===== config.mk =====
export PLATFORM = sky130hd
export DESIGN_NAME = dmem_arbiter_flat
export DESIGN_NICKNAME = d
export VERILOG_FILES = /design/src/rtl/dmem_arbiter_pkg.sv /design/src/rtl/dmem_arbiter_if.sv /design/src/rtl/dmem_rr_pick.sv /design/src/rtl/dmem_arbiter.sv /design/src/flat_wrapper.sv
export SDC_FILE = /design/constraint.sdc
export NUM_CORES = 1
export LEC_CHECK = 0
export ABC_AREA = 1
export CORE_MARGIN = 4
export CORE_UTILIZATION = 39
export CTS_CLUSTER_DIAMETER = 150
export DETAILED_ROUTE_END_ITERATION = 7
export HOLD_SLACK_MARGIN = 0.02
export PLACE_DENSITY = 0.82
export SLEW_MARGIN = 0
export SYNTH_ARGS = -nofsm -noshare
export SYNTH_HDL_FRONTEND = slang
export SYNTH_SLANG_ARGS = --single-unit
export TNS_END_PERCENT = 20

===== constraint.sdc =====
create_clock -name clk_i -period 2.02 [get_ports clk_i]
set_input_delay 0.303 -clock clk_i [delete_from_list [all_inputs] [get_ports clk_i]]
set_output_delay 0.303 -clock clk_i [all_outputs]
set_load 0.1 [all_outputs]

===== src/rtl/dmem_arbiter_pkg.sv =====
// dmem_arbiter_pkg
// Shared definitions for the data-memory arbiter:
//   arb_state_e  - arbiter FSM state (IDLE / ACCESS / RESP)
//   PORT0/PORT1  - requester ids (0 = CPU MEM stage, 1 = loader/debug)
//   WORD_SHIFT   - byte-address to word-index shift
//   addr_valid() - alignment and range check of a byte address
package dmem_arbiter_pkg;

    typedef enum logic [1:0] {
        ST_IDLE   = 2'd0,
        ST_ACCESS = 2'd1,
        ST_RESP   = 2'd2
    } arb_state_e;

    localparam logic PORT0 = 1'b0;
    localparam logic PORT1 = 1'b1;

    localparam int unsigned WORD_SHIFT = 2;

    // A byte address is usable only if it is word aligned and its word
    // index falls inside the memory.
    function automatic logic addr_valid(input logic [31:0] addr,
                                        input logic [31:0] depth_words);
        return (addr[1:0] == 2'b00) && ((addr >> WORD_SHIFT) < depth_words);
    endfunction

endpackage


===== src/rtl/dmem_arbiter_if.sv =====
// dmem_arbiter_if
// Bundles the two requester ports and the memory-side bus of the arbiter.
//   req*/we*/addr*/wdata*  : requester -> arbiter
//   ack*/err*/rdata_o      : arbiter -> requester
//   mem_addr_o/mem_we_o/mem_wdata_o : arbiter -> data memory
//   mem_rdata_i            : data memory -> arbiter (combinational read)
//
// Handshake: a requester raises reqN_i with a stable payload and keeps both
// until it sees ackN_o (a single-cycle pulse). errN_o and rdata_o are only
// meaningful in the cycle ackN_o is high. A req still high in the cycle after
// its ack is a new request.
interface dmem_arbiter_if;
    logic        req0_i;
    logic        req1_i;
    logic        we0_i;
    logic        we1_i;
    logic [31:0] addr0_i;
    logic [31:0] addr1_i;
    logic [31:0] wdata0_i;
    logic [31:0] wdata1_i;
    logic        ack0_o;
    logic        ack1_o;
    logic        err0_o;
    logic        err1_o;
    logic [31:0] rdata_o;
    logic [31:0] mem_addr_o;
    logic        mem_we_o;
    logic [31:0] mem_wdata_o;
    logic [31:0] mem_rdata_i;

    // Arbiter side.
    modport slave (
        input  req0_i, req1_i, we0_i, we1_i, addr0_i, addr1_i,
               wdata0_i, wdata1_i, mem_rdata_i,
        output ack0_o, ack1_o, err0_o, err1_o, rdata_o,
               mem_addr_o, mem_we_o, mem_wdata_o
    );

    // Requesters plus memory, seen from outside the arbiter.
    modport master (
        output req0_i, req1_i, we0_i, we1_i, addr0_i, addr1_i,
               wdata0_i, wdata1_i, mem_rdata_i,
        input  ack0_o, ack1_o, err0_o, err1_o, rdata_o,
               mem_addr_o, mem_we_o, mem_wdata_o
    );
endinterface


===== src/rtl/dmem_rr_pick.sv =====
// dmem_rr_pick
// Combinational winner selection for the two-port arbiter.
//   req0, req1 : pending requests
//   last_gnt   : id of the port served most recently
//   rr_en      : 1 = round-robin, 0 = fixed priority (port 0 first)
//   gnt        : winning port id (only meaningful when a request is pending)
module dmem_rr_pick
    import dmem_arbiter_pkg::*;
(
    input  logic req0,
    input  logic req1,
    input  logic last_gnt,
    input  logic rr_en,
    output logic gnt
);

    always_comb begin
        gnt = PORT0;
        if (req0 && req1) begin
            // Contention: round-robin hands the grant to the port that was
            // not served last; fixed priority always favours port 0.
            gnt = rr_en ? ~last_gnt : PORT0;
        end else if (req1) begin
            gnt = PORT1;
        end
    end

endmodule


===== src/rtl/dmem_arbiter.sv =====
// dmem_arbiter
// Two-port arbiter in front of the shared data memory. Each transaction
// takes three cycles: IDLE (arbitrate and latch), ACCESS (drive the memory,
// capture read data), RESP (single-cycle ack to the winner).
//   clk_i, rst_i : clock, asynchronous active-low reset
//   bus          : requester ports and memory-side bus (dmem_arbiter_if)
//   state_o      : current FSM state, for observation
// Parameters:
//   DEPTH_WORDS  : number of 32-bit words in the memory
//   RR_EN        : 1 = round-robin, 0 = fixed priority with port 0 winning
module dmem_arbiter
    import dmem_arbiter_pkg::*;
#(
    parameter int unsigned DEPTH_WORDS = 1024,
    parameter bit          RR_EN       = 1'b1
)
(
    input  logic             clk_i,
    input  logic             rst_i,
    dmem_arbiter_if.slave    bus,
    output arb_state_e       state_o
);

    localparam logic [31:0] DEPTH = 32'(DEPTH_WORDS);

    arb_state_e  state_q;
    logic        last_gnt_q;
    logic        win_q;
    logic        lat_we_q;
    logic        lat_ok_q;
    logic [31:0] lat_addr_q;
    logic [31:0] lat_wdata_q;
    logic [31:0] rdata_q;
    logic        mem_we_q;
    logic        ack0_q;
    logic        ack1_q;
    logic        err0_q;
    logic        err1_q;

    logic        gnt;
    logic        sel_we;
    logic [31:0] sel_addr;
    logic [31:0] sel_wdata;
    logic        sel_ok;

    dmem_rr_pick u_pick (
        .req0     (bus.req0_i),
        .req1     (bus.req1_i),
        .last_gnt (last_gnt_q),
        .rr_en    (RR_EN),
        .gnt      (gnt)
    );

    // Payload of the port that would win this cycle.
    always_comb begin
        sel_we    = (gnt == PORT1) ? bus.we1_i    : bus.we0_i;
        sel_addr  = (gnt == PORT1) ? bus.addr1_i  : bus.addr0_i;
        sel_wdata = (gnt == PORT1) ? bus.wdata1_i : bus.wdata0_i;
        sel_ok    = addr_valid(sel_addr, DEPTH);
    end

    always_ff @(posedge clk_i or negedge rst_i) begin
        if (!rst_i) begin
            state_q     <= ST_IDLE;
            last_gnt_q  <= PORT1;       // port 0 wins the first contention
            win_q       <= PORT0;
            lat_we_q    <= 1'b0;
            lat_ok_q    <= 1'b0;
            lat_addr_q  <= '0;
            lat_wdata_q <= '0;
            rdata_q     <= '0;
            mem_we_q    <= 1'b0;
            ack0_q      <= 1'b0;
            ack1_q      <= 1'b0;
            err0_q      <= 1'b0;
            err1_q      <= 1'b0;
        end else begin
            case (state_q)
                ST_IDLE: begin
                    if (bus.req0_i || bus.req1_i) begin
                        win_q       <= gnt;
                        lat_we_q    <= sel_we;
                        lat_ok_q    <= sel_ok;
                        lat_addr_q  <= sel_addr;
                        lat_wdata_q <= sel_wdata;
                        // Write strobe is set on entry so it is a clean
                        // registered pulse covering exactly the ACCESS cycle.
                        mem_we_q    <= sel_we && sel_ok;
                        state_q     <= ST_ACCESS;
                    end
                end
                ST_ACCESS: begin
                    mem_we_q <= 1'b0;
                    rdata_q  <= (lat_ok_q && !lat_we_q) ? bus.mem_rdata_i : '0;
                    ack0_q   <= (win_q == PORT0);
                    ack1_q   <= (win_q == PORT1);
                    err0_q   <= (win_q == PORT0) && !lat_ok_q;
                    err1_q   <= (win_q == PORT1) && !lat_ok_q;
                    state_q  <= ST_RESP;
                end
                ST_RESP: begin
                    // rdata is cleared with the ack so it reads 0 between
                    // responses; the memory address/data keep their values.
                    ack0_q     <= 1'b0;
                    ack1_q     <= 1'b0;
                    err0_q     <= 1'b0;
                    err1_q     <= 1'b0;
                    rdata_q    <= '0;
                    last_gnt_q <= win_q;
                    state_q    <= ST_IDLE;
                end
                default: begin
                    mem_we_q <= 1'b0;
                    state_q  <= ST_IDLE;
                end
            endcase
        end
    end

    assign bus.ack0_o      = ack0_q;
    assign bus.ack1_o      = ack1_q;
    assign bus.err0_o      = err0_q;
    assign bus.err1_o      = err1_q;
    assign bus.rdata_o     = rdata_q;
    assign bus.mem_addr_o  = lat_addr_q;
    assign bus.mem_wdata_o = lat_wdata_q;
    assign bus.mem_we_o    = mem_we_q;
    assign state_o         = state_q;

endmodule


===== src/flat_wrapper.sv =====
// flat-port wrapper written by rule: the top's interface ports become plain ports
module dmem_arbiter_flat import dmem_arbiter_pkg::*;
#(
    parameter int unsigned DEPTH_WORDS = 1024,
    parameter bit          RR_EN       = 1'b1
)
  (clk_i, rst_i, state_o, bus_req0_i, bus_req1_i, bus_we0_i, bus_we1_i, bus_addr0_i, bus_addr1_i, bus_wdata0_i, bus_wdata1_i, bus_mem_rdata_i, bus_ack0_o, bus_ack1_o, bus_err0_o, bus_err1_o, bus_rdata_o, bus_mem_addr_o, bus_mem_we_o, bus_mem_wdata_o);
  dmem_arbiter_if bus_i ();
  input  logic clk_i;
  input  logic rst_i;
  output arb_state_e state_o;
  input wire logic [$bits(bus_i.req0_i)-1:0] bus_req0_i;
  input wire logic [$bits(bus_i.req1_i)-1:0] bus_req1_i;
  input wire logic [$bits(bus_i.we0_i)-1:0] bus_we0_i;
  input wire logic [$bits(bus_i.we1_i)-1:0] bus_we1_i;
  input wire logic [$bits(bus_i.addr0_i)-1:0] bus_addr0_i;
  input wire logic [$bits(bus_i.addr1_i)-1:0] bus_addr1_i;
  input wire logic [$bits(bus_i.wdata0_i)-1:0] bus_wdata0_i;
  input wire logic [$bits(bus_i.wdata1_i)-1:0] bus_wdata1_i;
  input wire logic [$bits(bus_i.mem_rdata_i)-1:0] bus_mem_rdata_i;
  output wire logic [$bits(bus_i.ack0_o)-1:0] bus_ack0_o;
  output wire logic [$bits(bus_i.ack1_o)-1:0] bus_ack1_o;
  output wire logic [$bits(bus_i.err0_o)-1:0] bus_err0_o;
  output wire logic [$bits(bus_i.err1_o)-1:0] bus_err1_o;
  output wire logic [$bits(bus_i.rdata_o)-1:0] bus_rdata_o;
  output wire logic [$bits(bus_i.mem_addr_o)-1:0] bus_mem_addr_o;
  output wire logic [$bits(bus_i.mem_we_o)-1:0] bus_mem_we_o;
  output wire logic [$bits(bus_i.mem_wdata_o)-1:0] bus_mem_wdata_o;
  assign bus_i.req0_i = bus_req0_i;
  assign bus_i.req1_i = bus_req1_i;
  assign bus_i.we0_i = bus_we0_i;
  assign bus_i.we1_i = bus_we1_i;
  assign bus_i.addr0_i = bus_addr0_i;
  assign bus_i.addr1_i = bus_addr1_i;
  assign bus_i.wdata0_i = bus_wdata0_i;
  assign bus_i.wdata1_i = bus_wdata1_i;
  assign bus_i.mem_rdata_i = bus_mem_rdata_i;
  assign bus_ack0_o = bus_i.ack0_o;
  assign bus_ack1_o = bus_i.ack1_o;
  assign bus_err0_o = bus_i.err0_o;
  assign bus_err1_o = bus_i.err1_o;
  assign bus_rdata_o = bus_i.rdata_o;
  assign bus_mem_addr_o = bus_i.mem_addr_o;
  assign bus_mem_we_o = bus_i.mem_we_o;
  assign bus_mem_wdata_o = bus_i.mem_wdata_o;
  dmem_arbiter #(.DEPTH_WORDS(DEPTH_WORDS), .RR_EN(RR_EN)) u_core (.clk_i(clk_i), .rst_i(rst_i), .bus(bus_i), .state_o(state_o));
endmodule

==> results.cfg, run 1 <==
[status]
status = finished clean

[power]
p_sw_share_pct = 59.9
pwr-share-clk_pct = 11.3
max-vdd-ir-drop_mv = 1.52
combPwrFrac_pct = 65.5
p_seq_share_pct = 23.2
power_leakage_nw = 3.57
power_density_nw_per_um2 = 1890
p_sw_w = 0.00870
p_int_w = 0.00583

[place]
hpwl_um = 11800
gp_congestion = 0.973
port_buffers = 268

[routing]
routedWlPerCell_um = 16.5
vias_per_cell = 5.15
drc = 0
vias = 4913
wirelength_um = 15800
postRouteAntennaNets = 0
drt_iter0_drc = 397
dr.pass1.iters = 5

[final_layout]
final_core_util_pct = 64.2
syn2layout_area_growth_pct = 61.3
layout_common_cells = clkdlybuf4s50_1, nand2_1, buf_4
final_common_cell = clkdlybuf4s50_1
nets = 971
insertedDiodeCount = 0
drive_above_1_share_pct = 18.5

[floorplanning]
die-area_um2 = 14000
num_rows = 40
dieHeight_um = 118
die_w_um = 118
coreArea_um2 = 12000
io_pins = 269
start_util_pct = 39.8

[sta]
layout_min_cycle_time_ns = 1.70
max_freq_mhz = 589
max_slew_margin_pct = 61.5
holdWs_ns = 0.00147
hold_violations = 0
slew_violations = 0
worst_pin_slew_ns = 0.578
setup_viol = 0
finClkSkew_ns = 0.0113
grt_setup_unrepaired = no
setup-tns-final_ns = 0
finalCritPeriodShare_pct = 84.0

[critical_path]
cp_cell_sequence = inv_1, ha_1, inv_1, nor2_2, nor2_4, buf_12, o21ai_0, o21ai_1
cp_common_cell = inv_1
rr_worst_depth = 8
cp_num_cells = 8
required_ns = 2.28
crit_start = u_core.state_o[0]
end_kind = flip-flop
crit_end = u_core.bus.mem_wdata_o[1]
slowest_delay_ns = 0.38
crit_family = buffers and inverters
crit_slowest_cell = dfrtp_2
reg2reg_slack_ns = 0.32
startpoint_type = flip-flop
crit_fanout = 49
path_buf_inv = 3
cp.arrival_ns = 1.96
reg2reg_to = u_core.bus.mem_wdata_o[1]
worstReg2RegStart = u_core.state_o[0]
path_class = reg -> reg

[yosys]
yosysUniqueCellTypes = 22
syn_inst = 542
yosysTopAreaCell = dfrtp_1
yosys.area.top_type_share_pct = 55.7
syn_nets = 711
yosysWarningCount = 0
yosysSeqAreaShare_pct = 56.3
synth.avg_cell_area_um2 = 8.78
ys_seq_elements = 107
netlist_area_um2 = 4760
ys_top_cells_by_area = dfrtp_1, nand2_1, o21ai_1

[run]
drv_cap = 0

[clock_network]
clk_pin_slew_worst_paths_ns = 0.08
clock_path_buffers = 2
cts.repair_timing.setup_buffer_count = 0
cts_hold_buf = 0
clock_latency_ns = 0.34
numCtsBuffers = 9
htreeDepth = 3
post_cts_resized = 0
cts.sinks = 107
cts-root-buf = clkbuf_16
cts_tree = done

[worst_hold_path]
holdCritPathClass = in -> async

[global_route]
grt_max_degree = 108
grt_pass1_vias = 4961
grt_usage_pct = 21.9
grt_pass1_wl_um = 25100
antenna_found_initial = 0
grt_overflow = 0
## how the worst min path moves through the flow
stage	startpoint	end	slack [ns]	cells past startpoint
after global placement	rst_i	u_core.bus.mem_addr_o[10]	0.42	2
after detailed placement	rst_i	u_core.bus.mem_addr_o[10]	0.43	2
after CTS	rst_i	u_core.bus.mem_addr_o[10]	0.05	2
after global routing	rst_i	u_core.bus.mem_addr_o[10]	0.06	2
final	rst_i	u_core.bus.mem_addr_o[10]	0.001	2
after floorplan	rst_i	u_core.bus.ack0_o	0.007	0
## synthesized netlist by cell type
library cell	count
nor2_2	2
a32o_1	26
dfrtp_1	106
buf_2	18
nor2_4	1
o21ai_0	49
nand3b_1	7
inv_1	17
a31oi_1	13
ha_1	3
nand2_1	132
dfstp_2	1
nor2_1	68
or2_2	1
nand2_2	2
o21ai_1	57
clkinv_1	1
nand3_1	16
clkbuf_1	18
inv_2	2
o211ai_1	1
or2_1	1
## power groups by stage
stage,combinational (W),clock [W],sequential [W]
2_1_floorplan,0.00204,0,0.00842
3_3_place_gp,0.00945,0,0.00337
3_5_place_dp,0.00956,0,0.00339
4_1_cts,0.00956,0.00169,0.00337
5_1_grt,0.00997,0.00179,0.00346
6_report,0.00951,0.00165,0.00337
## cell families (layout without fill, tap and decap cells)
logic type | after synthesis | in the layout | synth area share [%]
buffers and inverters | 56 | 321 | 4.89
adder cells (fa/ha/maj) | 3 | 3 | 0.789
AO/OA/AOI/OAI | 146 | 146 | 18.5
flip-flops | 107 | 107 | 56.3
AND/OR/NAND/NOR | 230 | 230 | 19.6
## flip-flops by register name, indices dropped and copies added, names as in the netlist, 2 cells and up
register / flops
u_core.bus.mem_addr_o: 32
u_core.bus.rdata_o: 32
u_core.state_o: 2
u_core.bus.mem_wdata_o: 32
## per-stage QoR
step / total power, W / setup slack [ns] / cell area [µm²] / instances
after floorplan: 0.0105 / 0.0116 / 4760 / 542
after global placement: 0.0128 / 0.130 / 7400 / 938
after detailed placement: 0.0129 / 0.0863 / 7400 / 938
after CTS: 0.0146 / 0.334 / 7680 / 954
after global routing: 0.0152 / 0.136 / 7680 / 954
final: 0.0145 / 0.324 / 7680 / 954
## worst register-to-register path: cells and delay by family, from the launching register on
family	cells	cell delay (ns)
compound gates	2	0.32
fa+ha+maj	1	0.23
buf+inv	3	0.44
flops	1	0.38
simple gates	2	0.26
## final cells by class
| cell class | count | area (µm²) |
|---|---|---|
| fill | 960 | 4280 |
| sequential | 107 | 2680 |
| tap | 147 | 184 |
| clock inverter | 7 | 51.3 |
| clock buffer | 9 | 225 |
| inverter | 20 | 75.1 |
| timing repair buffer | 285 | 2610 |
| multi-input combinational | 379 | 1850 |
## metal layers
| layer | part of all wire [%] | GRT usage (%) |
|---|---|---|
| met5 | 0 | 0 |
| met4 | 2.7 | 7.53 |
| met3 | 7.1 | 5.45 |
| met2 | 49 | 36.4 |
| met1 | 42 | 28.0 |
Power figures use the tool's default switching activity.
==> run 2: changes to the inputs <==
Clock period 2.02 ns to 1.6 ns, I/O delays scaled along.
==> run 2 against run 1 <==
  * Sequential power up 41%
  * First-iteration DRC count down 4.0%
  * Die area unchanged
  * Count of clock-buffer cells in the layout up 1
  * Cell area up 24%
  * Maximum frequency up 8.1%
  * Critical endpoint is now u_core.bus.mem_addr_o[5]
==> results.cfg, run 2 (synthesis gave the netlist of run 1 again) <==
[status]
status = finished clean

[clock_network]
cts_tree = done
htreeDepth = 3
clk_pin_slew_worst_paths_ns = 0.07
numCtsBuffers = 9
cts-root-buf = clkbuf_16
clock_path_buffers = 2
clock_latency_ns = 0.35
cts.sinks = 107

[critical_path]
startpoint_type = flip-flop
crit_fanout = 17
required_ns = 1.82
rr_worst_depth = 9
reg2reg_to = u_core.bus.mem_addr_o[5]
path_class = reg -> reg
reg2reg_slack_ns = 0.03
crit_start = u_core.state_o[1]
worstReg2RegStart = u_core.state_o[1]
cp.arrival_ns = 1.79
end_kind = flip-flop

[final_layout]
insertedDiodeCount = 0
final_common_cell = clkdlybuf4s50_1
layout_common_cells = clkdlybuf4s50_1, nand2_1, buf_12
final_core_util_pct = 79.5
syn2layout_area_growth_pct = 99.8
drive_above_1_share_pct = 24.6
fin_cells = 991
nets = 1008

[power]
p_sw_share_pct = 53.2
p_sw_w = 0.0119
p_seq_share_pct = 21.2
max-vdd-ir-drop_mv = 1.88
p_int_w = 0.0105
power_leakage_nw = 4.23
pwr-share-clk_pct = 10.0
power_density_nw_per_um2 = 2360
combPwrFrac_pct = 68.8
power_w = 0.0225

[floorplanning]
die_w_um = 118
start_util_pct = 39.8
num_rows = 40
io_pins = 269
dieHeight_um = 118
coreArea_um2 = 12000
die-area_um2 = 14000

[sta]
setup_viol = 0
finClkSkew_ns = 0.00618
layout_min_cycle_time_ns = 1.57
grt_setup_unrepaired = yes
holdWs_ns = 0.470
max_freq_mhz = 637
max_slew_margin_pct = 71.2
finalCritPeriodShare_pct = 98.1
slew_violations = 0
hold_violations = 0
worst_pin_slew_ns = 0.432

[routing]
wirelength_um = 18800
postRouteAntennaNets = 0
drc = 0
vias = 5275
dr.pass1.iters = 5
drt_iter0_drc = 381
vias_per_cell = 5.32
routedWlPerCell_um = 19.0

[run]
drv_cap = 0

[global_route]
grt_pass1_wl_um = 29300
antenna_found_initial = 0
grt_overflow = 0
grt_pass1_vias = 5570
grt_max_degree = 79
grt_usage_pct = 26.1

[worst_hold_path]
min_to = u_core.bus.rdata_o[29]
min_from = bus_mem_rdata_i[29]
holdCritPathClass = in -> reg
holdPathStages = 3

[place]
dp.cells = 965
gp_congestion = 0.852
port_buffers = 268
hpwl_um = 14200
## run 2: cell types whose count changed in the layout (fill, tap and decap cells not counted), sizes merged
cell,delta
buf,+34
clkbuf,+3
inv,-3
clkinv,+2
bufinv,+1
clkdlybuf4s50,-1
clkinvlp,-1
dlygate4sd3,+1
dlymetal6s2s,+1
## run 2: worst max path at each step
stage                                            end  slack [ns]  depth (start not counted)
after floorplan           u_core.bus.mem_wdata_o[15]       -0.02                          9
after global placement               u_core.lat_ok_q       -0.26                         12
after detailed placement   u_core.bus.mem_addr_o[17]       -0.34                          7
after CTS                        u_core.bus.mem_we_o       0.001                         11
after global routing             u_core.bus.mem_we_o       -0.09                          9
final                       u_core.bus.mem_addr_o[5]        0.03                          9
## run 2: what timing repair did
item	in CTS	in global routing
buffers inserted	3	4
hold buffers	1	0
endpoints found under the hold margin	106	0
endpoints found under the setup margin	14	44
resized for setup	8	40
cloned	0	2
pin swaps	6	4
## run 2: metrics by stage
step / setup TNS, ns / setup slack, ns / area [µm²]
floorplan: -1.44 / -0.0223 / 4860
global placement: -12.77 / -0.256 / 8980
detailed placement: -18.55 / -0.335 / 8980
CTS: 0 / 0.00138 / 9350
global route: -0.372 / -0.0878 / 9510
finish: 0 / 0.0311 / 9510
## run 2: layout make-up
type | count | area [µm²]
sequential | 107 | 2690
clock buffer | 10 | 239
tap | 147 | 184
clock inverter | 6 | 65.1
multi-input combinational | 379 | 1930
inverter | 20 | 100
timing repair buffer | 322 | 4300
fill | 734 | 2450
## run 2: power groups by stage
stage                     combinational [W]  clock (W)  sequential [W]
after global routing                 0.0161    0.00240         0.00485
final                                0.0155    0.00225         0.00475
after detailed placement             0.0149          0         0.00478
after CTS                            0.0151    0.00229         0.00475
after global placement               0.0146          0         0.00473
after floorplan                     0.00293          0          0.0107
## run 2: worst max-delay path, cell delays in order (launching register included)
cell       delay [ns]
dfrtp_4          0.50
inv_4            0.08
ha_4             0.15
inv_4            0.05
nor2_4           0.11
buf_12           0.15
clkinv_8         0.08
clkbuf_16        0.19
nand2_1          0.07
o21ai_1          0.06
## run 2: per-layer routing
| metal | part of all wire (%) | global-route usage [%] | vias to the layer above |
|---|---|---|---|
| li1 | - | - | 2425 |
| met3 | 7.1 | 5.65 | 49 |
| met4 | 3.8 | 12.4 | 0 |
| met2 | 53 | 46.0 | 258 |
| met5 | 0 | 0 | - |
| met1 | 36 | 30.1 | 2543 |
==> run 3: changes to the inputs <==
Settings changed: SKIP_LAST_GASP set to 1.
==> run 3 against run 2 <==
  * The flow now finishes with violations (negative setup slack)
  * Sequential share of layout area down 0.51 points
  * Maximum frequency down 2.8%
  * Via count grew 2.3%
  * Cell area rose by 1.8%
  * Flip-flop and latch count unchanged
  * Count of clock-buffer cells in the layout is the same
  * Critical path type unchanged
==> results.cfg, run 3 (synthesis gave the netlist of run 1 again) <==
[global_route]
grt_overflow = 0
grt_max_degree = 79
antenna_found_initial = 0
grt_pass1_vias = 5570
grt_pass1_wl_um = 29300
grt_usage_pct = 26.1

[final_layout]
nets = 1016
insertedDiodeCount = 0
nFillCells = 704
syn2layout_area_growth_pct = 103
drive_above_1_share_pct = 26.4
finalInstanceArea_um2 = 9690
layout_common_cells = clkdlybuf4s50_1, nand2_1, buf_12
final_common_cell = clkdlybuf4s50_1

[place]
dp_slack_ns = -0.335
hpwl_um = 14200
port_buffers = 268
placed_area_um2 = 8980
gp_congestion = 0.852

[routing]
drc = 0
vias_per_cell = 5.40
routedWlPerCell_um = 19.8
postRouteAntennaNets = 0
vias = 5398
wirelength_um = 19800
dr.pass1.iters = 5
drt_iter0_drc = 373

[floorplanning]
die-area_um2 = 14000
die_w_um = 118
start_util_pct = 39.8
coreArea_um2 = 12000
io_pins = 269
num_rows = 40
dieHeight_um = 118

[clock_network]
clock_path_buffers = 2
cts_tree = done
htreeDepth = 3
clk_pin_slew_worst_paths_ns = 0.07
numCtsBuffers = 9
cts.sinks = 107
clock_latency_ns = 0.35
cts-root-buf = clkbuf_16

[power]
power_leakage_nw = 4.32
power_density_nw_per_um2 = 2390
max-vdd-ir-drop_mv = 1.89

[sta]
worst_slack_ns = -0.0134
finalCritPeriodShare_pct = 101
max_freq_mhz = 620
layout_min_cycle_time_ns = 1.61
setup_viol = 2
setup-tns-final_ns = -0.0181
grt_setup_unrepaired = yes
slew_violations = 0
finClkSkew_ns = 0.00521
worst_pin_slew_ns = 0.439
hold_violations = 0
max_slew_margin_pct = 70.7

[critical_path]
end_kind = flip-flop
required_ns = 1.83
crit_slowest_cell = dfrtp_4
slowest_delay_ns = 0.44
crit_fanout = 8
path_class = reg -> reg
cp.arrival_ns = 1.84
path_buf_inv = 5
crit_family = buffers and inverters
startpoint_type = flip-flop
reg2reg_slack_ns = -0.01
cp_cell_sequence = inv_4, ha_4, inv_4, nor2_4, nor2_4, buf_12, clkinv_16, clkbuf_16, nand2_1, o21ai_1

[status]
violations = negative setup slack
status = finished, violations left

[run]
drv_cap = 0

[worst_hold_path]
holdCritPathClass = in -> reg
## run 3: changes by cell type in the layout (fill, tap and decap cells not counted), moves of 3 or more
cell / change
o21ai_1: -13
nand2_1: -5
nand2_2: +4
buf_4: +3
clkbuf_16: +4
o21ai_2: +4
o21ai_0: +9
## run 3: report_power, final
part           internal, W  leakage (nW)  switching [W]  total, W
registers          0.00369          1.34        0.00108   0.00478
clock network      0.00126         0.148        0.00100   0.00226
logic              0.00591          2.82         0.0102    0.0161
## run 3: layout make-up
| type | count | area (µm²) | area share (%) |
|---|---|---|---|
| clock buffer | 10 | 239 | 2.47 |
| clock inverter | 6 | 65.1 | 0.672 |
| inverter | 20 | 114 | 1.18 |
| multi-input combinational | 379 | 1970 | 20.3 |
| sequential | 107 | 2690 | 27.7 |
| tap | 147 | 184 | 1.90 |
| timing repair buffer | 330 | 4430 | 45.8 |
## run 3: layer usage
metal / track usage (%) / up-vias / part of all wire, %
met4: 12.4 / 0 / 3.9
met5: 0 / - / 0
li1: - / 2441 / -
met2: 46.0 / 306 / 53
met1: 30.2 / 2599 / 36
met3: 5.65 / 52 / 7.7
## run 3: per-stage QoR
step	util (%)	total power, W	std cells	hold slack [ns]
floorplan	-	0.0136	542	-0.0556
global placement	75.0	0.0194	965	0.287
detailed placement	75.0	0.0197	965	0.293
CTS	78.1	0.0221	985	0.459
global route	81.0	0.0240	999	0.456
finish	81.0	0.0231	999	0.464
## run 3: worst paths after layout
check / startpoint / to / cells after the start
setup / recovery: u_core.state_o[1] / u_core.bus.mem_wdata_o[27] / 10
max in group asynchronous: rst_i / u_core.state_o[0] / 3
min in group asynchronous: rst_i / u_core.bus.mem_wdata_o[28] / 3
hold reg to reg: u_core.win_q / u_core.bus.ack1_o / 2
hold / removal: bus_mem_rdata_i[29] / u_core.bus.rdata_o[29] / 3
setup reg to reg: u_core.state_o[1] / u_core.bus.mem_wdata_o[27] / 10
## run 3: tightest hold or removal path, cell delays in order
cell             delay [ns]
clkdlybuf4s50_1        0.39
nand3_1                0.07
o21ai_0                0.07
## run 3: repair_timing
item,in CTS,in global routing
buffers inserted,3,7
hold buffers,1,0
pin swaps,6,8
cloned,0,7
endpoints found under the setup margin,14,53
endpoints found under the hold margin,106,0
resized for setup,6,45
